<file path="config.mk">
export PLATFORM = sky130hd
export DESIGN_NAME = r_port_reader
export DESIGN_NICKNAME = d
export VERILOG_FILES = /design/src/rtl/r_pkg.sv /design/src/rtl/r_skid_fifo.sv /design/src/rtl/r_port_reader.sv
export SDC_FILE = /design/constraint.sdc
export NUM_CORES = 1
export LEC_CHECK = 0
export CORE_UTILIZATION = 45
export DETAILED_ROUTE_END_ITERATION = 8
export PLACE_DENSITY = 0.71
export SETUP_SLACK_MARGIN = 0.15
export SKIP_CTS_REPAIR_TIMING = 1
export SLEW_MARGIN = 10
export SYNTH_ARGS = -nofsm -noshare
export SYNTH_HDL_FRONTEND = slang
export SYNTH_HIERARCHICAL = 1
export SYNTH_SLANG_ARGS = --single-unit
</file>
<file path="constraint.sdc">
create_clock -name clk -period 4.7 [get_ports clk]
set_input_delay 1.175 -clock clk [delete_from_list [all_inputs] [get_ports clk]]
set_output_delay 1.175 -clock clk [all_outputs]
set_load 0.005 [all_outputs]
</file>
<file path="src/rtl/r_pkg.sv">
// rtl/r_pkg.sv - shared types and constants for the router port reader
package r_pkg;

  localparam int ROUTER_SOFT_RST_CYCLES = 30;

  typedef struct packed {
    logic [5:0] len;
    logic [1:0] addr;
  } r_hdr_t;

  typedef enum logic [2:0] {
    IDLE,
    HEADER,
    PAYLOAD,
    PARITY,
    DROP
  } rd_state_e;

  typedef struct packed {
    logic [7:0] data;
    logic       sop;
    logic       eop;
    logic       err;
  } r_beat_t;

endpackage

</file>
<file path="src/rtl/r_skid_fifo.sv">
// rtl/r_skid_fifo.sv - shift-register skid FIFO; head entry drives the stream directly from flops
module r_skid_fifo
  import r_pkg::*;
#(
  parameter int DEPTH = 4
) (
  input  logic                   clk,
  input  logic                   resetn,
  input  logic                   push,
  input  r_beat_t                push_beat,
  input  logic                   pop,
  output r_beat_t                head,
  output logic                   full,
  output logic                   empty,
  output logic [$clog2(DEPTH):0] free_cnt
);

  localparam int AW = $clog2(DEPTH);
  localparam int CW = AW + 1;

  r_beat_t        slot     [DEPTH];
  r_beat_t        slot_nxt [DEPTH];
  logic [CW-1:0]  count;
  logic [CW-1:0]  count_nxt;
  logic           do_push;
  logic           do_pop;
  logic [AW-1:0]  wr_idx;

  assign do_pop   = pop && !empty;
  // A pop frees the slot this cycle, so a push into a full FIFO is accepted alongside it
  assign do_push  = push && (!full || do_pop);
  assign wr_idx   = AW'(count - CW'(do_pop));
  assign head     = slot[0];
  assign free_cnt = CW'(DEPTH) - count;

  always_comb begin
    slot_nxt  = slot;
    count_nxt = count;
    if (do_pop) begin
      for (int i = 0; i < DEPTH - 1; i++) begin
        slot_nxt[i] = slot[i+1];
      end
      slot_nxt[DEPTH-1] = '0;
      count_nxt = count_nxt - CW'(1);
    end
    if (do_push) begin
      slot_nxt[wr_idx] = push_beat;
      count_nxt = count_nxt + CW'(1);
    end
  end

  always_ff @(posedge clk) begin
    if (resetn) begin
      for (int i = 0; i < DEPTH; i++) begin
        slot[i] <= '0;
      end
      count <= '0;
      full  <= 1'b0;
      empty <= 1'b1;
    end else begin
      slot  <= slot_nxt;
      count <= count_nxt;
      full  <= (count_nxt == CW'(DEPTH));
      empty <= (count_nxt == '0);
    end
  end

endmodule

</file>
<file path="src/rtl/r_port_reader.sv">
// rtl/r_port_reader.sv - drains one router output port into a framed, parity-checked byte stream
module r_port_reader
  import r_pkg::*;
#(
  parameter int SKID_DEPTH  = 4,
  parameter int STALL_LIMIT = 24,
  parameter int CNT_W       = 16
) (
  input  logic             clk,
  input  logic             resetn,
  input  logic             vld_out,
  input  logic [7:0]       data_out,
  output logic             read_enb,
  output logic             m_valid,
  input  logic             m_ready,
  output logic [7:0]       m_data,
  output logic             m_sop,
  output logic             m_eop,
  output logic             m_err,
  output logic [CNT_W-1:0] pkt_count,
  output logic [CNT_W-1:0] err_count
);

  localparam int CW = $clog2(SKID_DEPTH) + 1;
  localparam int STALL_MAX = (STALL_LIMIT < ROUTER_SOFT_RST_CYCLES) ? STALL_LIMIT
                                                                    : ROUTER_SOFT_RST_CYCLES - 1;
  localparam int SW = $clog2(STALL_MAX + 1);

  rd_state_e     state;
  logic          rd_pend;
  logic [6:0]    remaining;
  logic [7:0]    acc;
  logic [SW-1:0] stall_cnt;
  logic          stall_hit;
  logic          mismatch;
  r_hdr_t        hdr;
  logic          push;
  r_beat_t       push_beat;
  r_beat_t       head;
  logic          skid_full;
  logic          skid_empty;
  logic [CW-1:0] free_cnt;

  function automatic logic [CNT_W-1:0] sat_inc(input logic [CNT_W-1:0] v);
    return (&v) ? v : v + CNT_W'(1);
  endfunction

  assign hdr      = r_hdr_t'(data_out);
  assign mismatch = (data_out != acc);

  // The read in flight already owns a skid slot, so it is subtracted from the free count
  always_comb begin
    read_enb = 1'b0;
    if (!resetn && vld_out) begin
      if (state == DROP) read_enb = (remaining > 7'(rd_pend));
      else               read_enb = (free_cnt > CW'(rd_pend));
    end
  end

  assign stall_hit = vld_out && !read_enb && (stall_cnt == SW'(STALL_MAX - 1)) &&
                     (state == PAYLOAD || state == PARITY);

  always_comb begin
    push      = 1'b0;
    push_beat = '0;
    if (rd_pend) begin
      case (state)
        HEADER:  begin push = 1'b1; push_beat = '{data: data_out, sop: 1'b1, eop: 1'b0, err: 1'b0}; end
        PAYLOAD: begin push = 1'b1; push_beat = '{data: data_out, sop: 1'b0, eop: 1'b0, err: 1'b0}; end
        PARITY:  begin push = 1'b1; push_beat = '{data: data_out, sop: 1'b0, eop: 1'b1, err: mismatch}; end
        default: ;
      endcase
    end else if (state == DROP && remaining == '0 && !skid_full) begin
      push      = 1'b1;
      push_beat = '{data: 8'h00, sop: 1'b0, eop: 1'b1, err: 1'b1};
    end
  end

  always_ff @(posedge clk) begin
    if (resetn) begin
      state     <= IDLE;
      rd_pend   <= 1'b0;
      remaining <= '0;
      acc       <= '0;
      stall_cnt <= '0;
      pkt_count <= '0;
      err_count <= '0;
    end else begin
      rd_pend <= read_enb;
      if (read_enb || state == IDLE)
        stall_cnt <= '0;
      else if (vld_out && stall_cnt != SW'(STALL_MAX))
        stall_cnt <= stall_cnt + SW'(1);

      case (state)
        IDLE: if (read_enb) state <= HEADER;
        HEADER: if (rd_pend) begin
          remaining <= {1'b0, hdr.len} + 7'd1;
          acc       <= hdr;
          state     <= (hdr.len == '0) ? PARITY : PAYLOAD;
        end
        PAYLOAD: if (rd_pend) begin
          acc       <= acc ^ data_out;
          remaining <= remaining - 7'd1;
          if (remaining == 7'd2) state <= PARITY;
        end else if (stall_hit) begin
          state <= DROP;
        end
        PARITY: if (rd_pend) begin
          remaining <= '0;
          // A header read issued on the same cycle as the parity capture belongs to the next packet
          state     <= read_enb ? HEADER : IDLE;
          if (mismatch) err_count <= sat_inc(err_count);
          else          pkt_count <= sat_inc(pkt_count);
        end else if (stall_hit) begin
          state <= DROP;
        end
        DROP: if (rd_pend) begin
          remaining <= remaining - 7'd1;
        end else if (remaining == '0 && !skid_full) begin
          state     <= IDLE;
          err_count <= sat_inc(err_count);
        end
        default: state <= IDLE;
      endcase
    end
  end

  r_skid_fifo #(.DEPTH(SKID_DEPTH)) u_skid (
    .clk       (clk),
    .resetn    (resetn),
    .push      (push),
    .push_beat (push_beat),
    .pop       (m_ready),
    .head      (head),
    .full      (skid_full),
    .empty     (skid_empty),
    .free_cnt  (free_cnt)
  );

  assign m_valid = !skid_empty;
  assign m_data  = head.data;
  assign m_sop   = head.sop;
  assign m_eop   = head.eop;
  assign m_err   = head.err;

endmodule

</file>
==> impl.org <==
** Clock tree
- Max Root-Sink Buffers :: 2
- CTS placed an instance of sky130_fd_sc_hd__clkbuf_16 at the clock tree root.
- Clock tree from TritonCTS :: built
- Source-to-sink clock delay at the later pin of the worst-skew pair :: 0.36 ns
- Clk sink count :: 105
- CTS built an H-tree with a depth of 3.
- After clock tree synthesis, the clock-pin slew on the worst setup and hold paths is 0.07 ns.
- In this run, CTS created clock tree buffers numbering 9.

** Drt
- The count of nets left with antenna violations once routing finished came out at 0.
- For this run, the detailed router's first-pass iteration total came to 5.
- Overall routed net length :: 13800 um
- Number of DRC violations after detailed routing :: 0
- Routed WL per cell :: 15.7 um
- The detailed router finished its first iteration with 422 violations.
- In the routed layout, each cell is associated on average with a via count of 5.77.
- The routed layout has 5074 vias.

** Place
- HPWL after DPL :: 9330 um
- RD Place Congestion :: 0.888
- Port buffering added 56 buffers.

** Yosys
- Yosys mapped a number of flops with a built-in enable equal to 0.
- Dominant register cell in the synthesized netlist :: sky130_fd_sc_hd__dfxtp_1
- The share of synthesized area in the top cell type comes to 0.350.
- Fraction of registers with async set or reset after synthesis :: 0
- Ranking of synthesized cells by area :: sky130_fd_sc_hd__dfxtp_1 35%, sky130_fd_sc_hd__mux2i_1 5.8%, sky130_fd_sc_hd__nand2_1 4.3%
- Synthesized area divided by synthesized cell count :: 8.67 um2
- Area leader, netlist :: sky130_fd_sc_hd__dfxtp_1
- #FFs+latches synth :: 105
- Sequential fraction of the synthesis area :: 0.350
- Yosys warning count :: 6
- Number of nets in the synthesized netlist :: 717
- After technology mapping, the gate count stands at 692.
- Counting distinct cell types in the post-synthesis netlist gives 67.
- The synthesized netlist occupies a cell area of 6000 um2.

** Pwr
- Of the total power, the share spent switching nets is 0.310.
- Pwr per Cell Area :: 379 nW/um2
- The analysis attributes to cell leakage a power of 2.35 nW.
- Of the total power, registers draw 0.390.
- Part of the power in the clock network :: 0.357
- The internal portion of the total power is 1.79 mW.
- Worst ir drop on vdd :: 0.278 mV
- Switching pwr :: 801 uW
- Of the total power, combinational logic draws 0.253.

** Critical path
- The critical path starts at vld_out.
- Highest fanout seen on the critical path :: 7
- Worst Setup Path Type :: input port to output pin
- Kind of start point of the critical path :: input port
- STA puts the critical path data required time at 3.52 ns.
- Endpoint class of the critical path :: output pin
- Data on the critical path arrives at its endpoint at 3.04 ns.
- Reg2Reg Launch Point :: state[0]

** Worst hold path
- In this run the most critical hold path is launched from u_skid/slot[2].
- Type of the tightest min-delay check :: flip-flop to flip-flop

** Timing
- The final number of hold-violating endpoints came to 0.
- Max-slew violation count :: 0
- Post-route minimum period :: 4.22 ns
- Clock skew on the completed layout was measured at 0.00861 ns.
- Worst hold slack across all endpoints :: 0.465 ns
- In the final timing run, aggregate negative setup slack is 0 ns.
- Period utilisation layout :: 0.897
- Setup violations remaining at the end of the flow were counted as 0.
- For the pin with the worst max-slew slack, the measured transition is 0.982 ns.
- The worst pin sits at a relative slew slack of 0.345.
- For this run, the top clock speed supported by timing is 0.237 GHz.
- Setup repair after global routing missed its margin :: false

** Die
- Number of top-level pins :: 57
- The floorplan step set the die width to 117 um.
- The initialized floorplan defines 41 standard-cell rows.
- In this run the vertical extent of the chip is 117 um.
- The die covers 13800 um2.
- The region available for standard cell placement spans 12800 um2.
- The initial utilization of the core area, before any placement, comes to 0.468.

** GRT
- Number of global-route vias before repair :: 4927
- The number of antenna violations at the first check in global routing came to 0.
- First-pass GRT wire length :: 23700 um
- For this run, the total global-route usage over all layers was measured as 0.206.
- Entering global routing, the biggest net connects 92 pins.
- Total congestion overflow :: 0

** Outcome
- Run status :: completed

** Cells and area
- Net count, final :: 729
- Of the cells placed in the final design, the portion with a size suffix greater than 1 is 0.0890.
- Synth-to-layout area growth :: 13.7%
- The repair_antennas step left the layout with diodes totalling 0.

** Job
- Total of max-cap violations :: 0
==> Yosys cell counts, drive strengths merged (12+ instances only) <==
master,instances
dfxtp,105
nor3,13
o21ai,44
nand3,24
nor2,50
buf,36
a22oi,12
mux2,12
a211oi,24
xor2,24
clkbuf,27
mux2i,35
nand4,13
ha,13
inv,17
nor4,25
a21oi,30
xnor2,13
nand2,68
==> worst paths after layout <==
check	endpoint	cells after the start	slack [ns]
worst max-delay path	read_enb	4	0.48
worst min-delay path	u_skid/slot[2]	2	0.47
worst max register to register	u_skid/slot[15]	6	1.65
worst min register to register	u_skid/slot[2]	2	0.47
==> cells in the final DEF (no fill, tap or decap), types with 11 or more instances in the layout <==
master,count
sky130_fd_sc_hd__nand2_1,68
sky130_fd_sc_hd__a22oi_1,12
sky130_fd_sc_hd__xnor2_1,12
sky130_fd_sc_hd__xor2_1,24
sky130_fd_sc_hd__a21oi_1,30
sky130_fd_sc_hd__a211oi_1,17
sky130_fd_sc_hd__nor3_1,13
sky130_fd_sc_hd__inv_1,15
sky130_fd_sc_hd__o21ai_0,39
sky130_fd_sc_hd__ha_1,13
sky130_fd_sc_hd__clkdlybuf4s50_1,55
sky130_fd_sc_hd__or3_1,11
sky130_fd_sc_hd__mux2i_1,35
sky130_fd_sc_hd__dfxtp_1,105
sky130_fd_sc_hd__nor4_1,19
sky130_fd_sc_hd__nand4_1,13
sky130_fd_sc_hd__nand3_1,22
sky130_fd_sc_hd__nor2_1,50
sky130_fd_sc_hd__o211ai_1,11
==> sequential cells by signal, summed over array words and instances, names as in the netlist <==
| register | count |
|---|---|
| stall_cnt | 5 |
| acc | 8 |
| err_count | 16 |
| u_skid/head | 11 |
| u_skid/empty | 1 |
| state | 3 |
| rd_pend | 1 |
| u_skid/full | 1 |
| u_skid/slot | 33 |
| pkt_count | 16 |
| u_skid/count | 3 |
| remaining | 7 |
==> kinds of logic (layout without fill, tap and decap cells) <==
kind of cell    count (synthesis)  count (layout)  share of synthesized area
compound gates                146             146                      0.170
xor+xnor                       37              37                     0.0571
fa+ha+maj                      13              13                     0.0271
buf+inv                        80              96                     0.0736
flops                         105             105                      0.350
mux                            47              47                     0.0809
simple gates                  264             264                      0.241
==> cell type report <==
type	count	area [um2]
clock buffer	10	239
multi-input combinational	507	3460
sequential	105	2100
inverter	17	63.8
clock inverter	5	128
fill	1181	6000
tap	172	215
timing repair buffer	64	616
==> routing by layer <==
metal	share of wire	routed length, um	track usage	up-vias
li1	-	-	-	2502
met1	0.46	6290	0.253	2430
met2	0.49	6770	0.358	122
met3	0.036	493	0.0422	20
met4	0.017	232	0.0705	0
met5	0	0	0	-
==> stage by stage <==
step | power (mW) | worst slack (ns) | util | std cells | cell area [um2]
after CTS | 2.60 | 0.508 | 0.532 | 880 | 6820
after global placement | 1.65 | 0.610 | 0.503 | 865 | 6450
after detailed placement | 1.67 | 0.511 | 0.503 | 865 | 6450
after floorplan | 1.58 | 1.79 | - | 692 | 6000
final | 2.59 | 0.483 | 0.532 | 880 | 6820
after global routing | 2.72 | 0.452 | 0.532 | 880 | 6820
==> power by group through the flow <==
stage	sequential, mW	clock (mW)	combinational (mW)
final	1.01	0.924	0.654
after global routing	1.02	0.978	0.720
after CTS	1.01	0.941	0.650
after detailed placement	1.03	0	0.645
after global placement	1.03	0	0.621
after floorplan	0.990	0	0.586
==> worst max-delay path, stage by stage <==
cell and delay (ns):
sky130_fd_sc_hd__clkdlybuf4s50_1 0.59, sky130_fd_sc_hd__nand2b_1 0.13, sky130_fd_sc_hd__a311oi_1 0.54, sky130_fd_sc_hd__clkdlybuf4s50_1 0.61
Note: power is estimated with default switching activity, not from simulation.
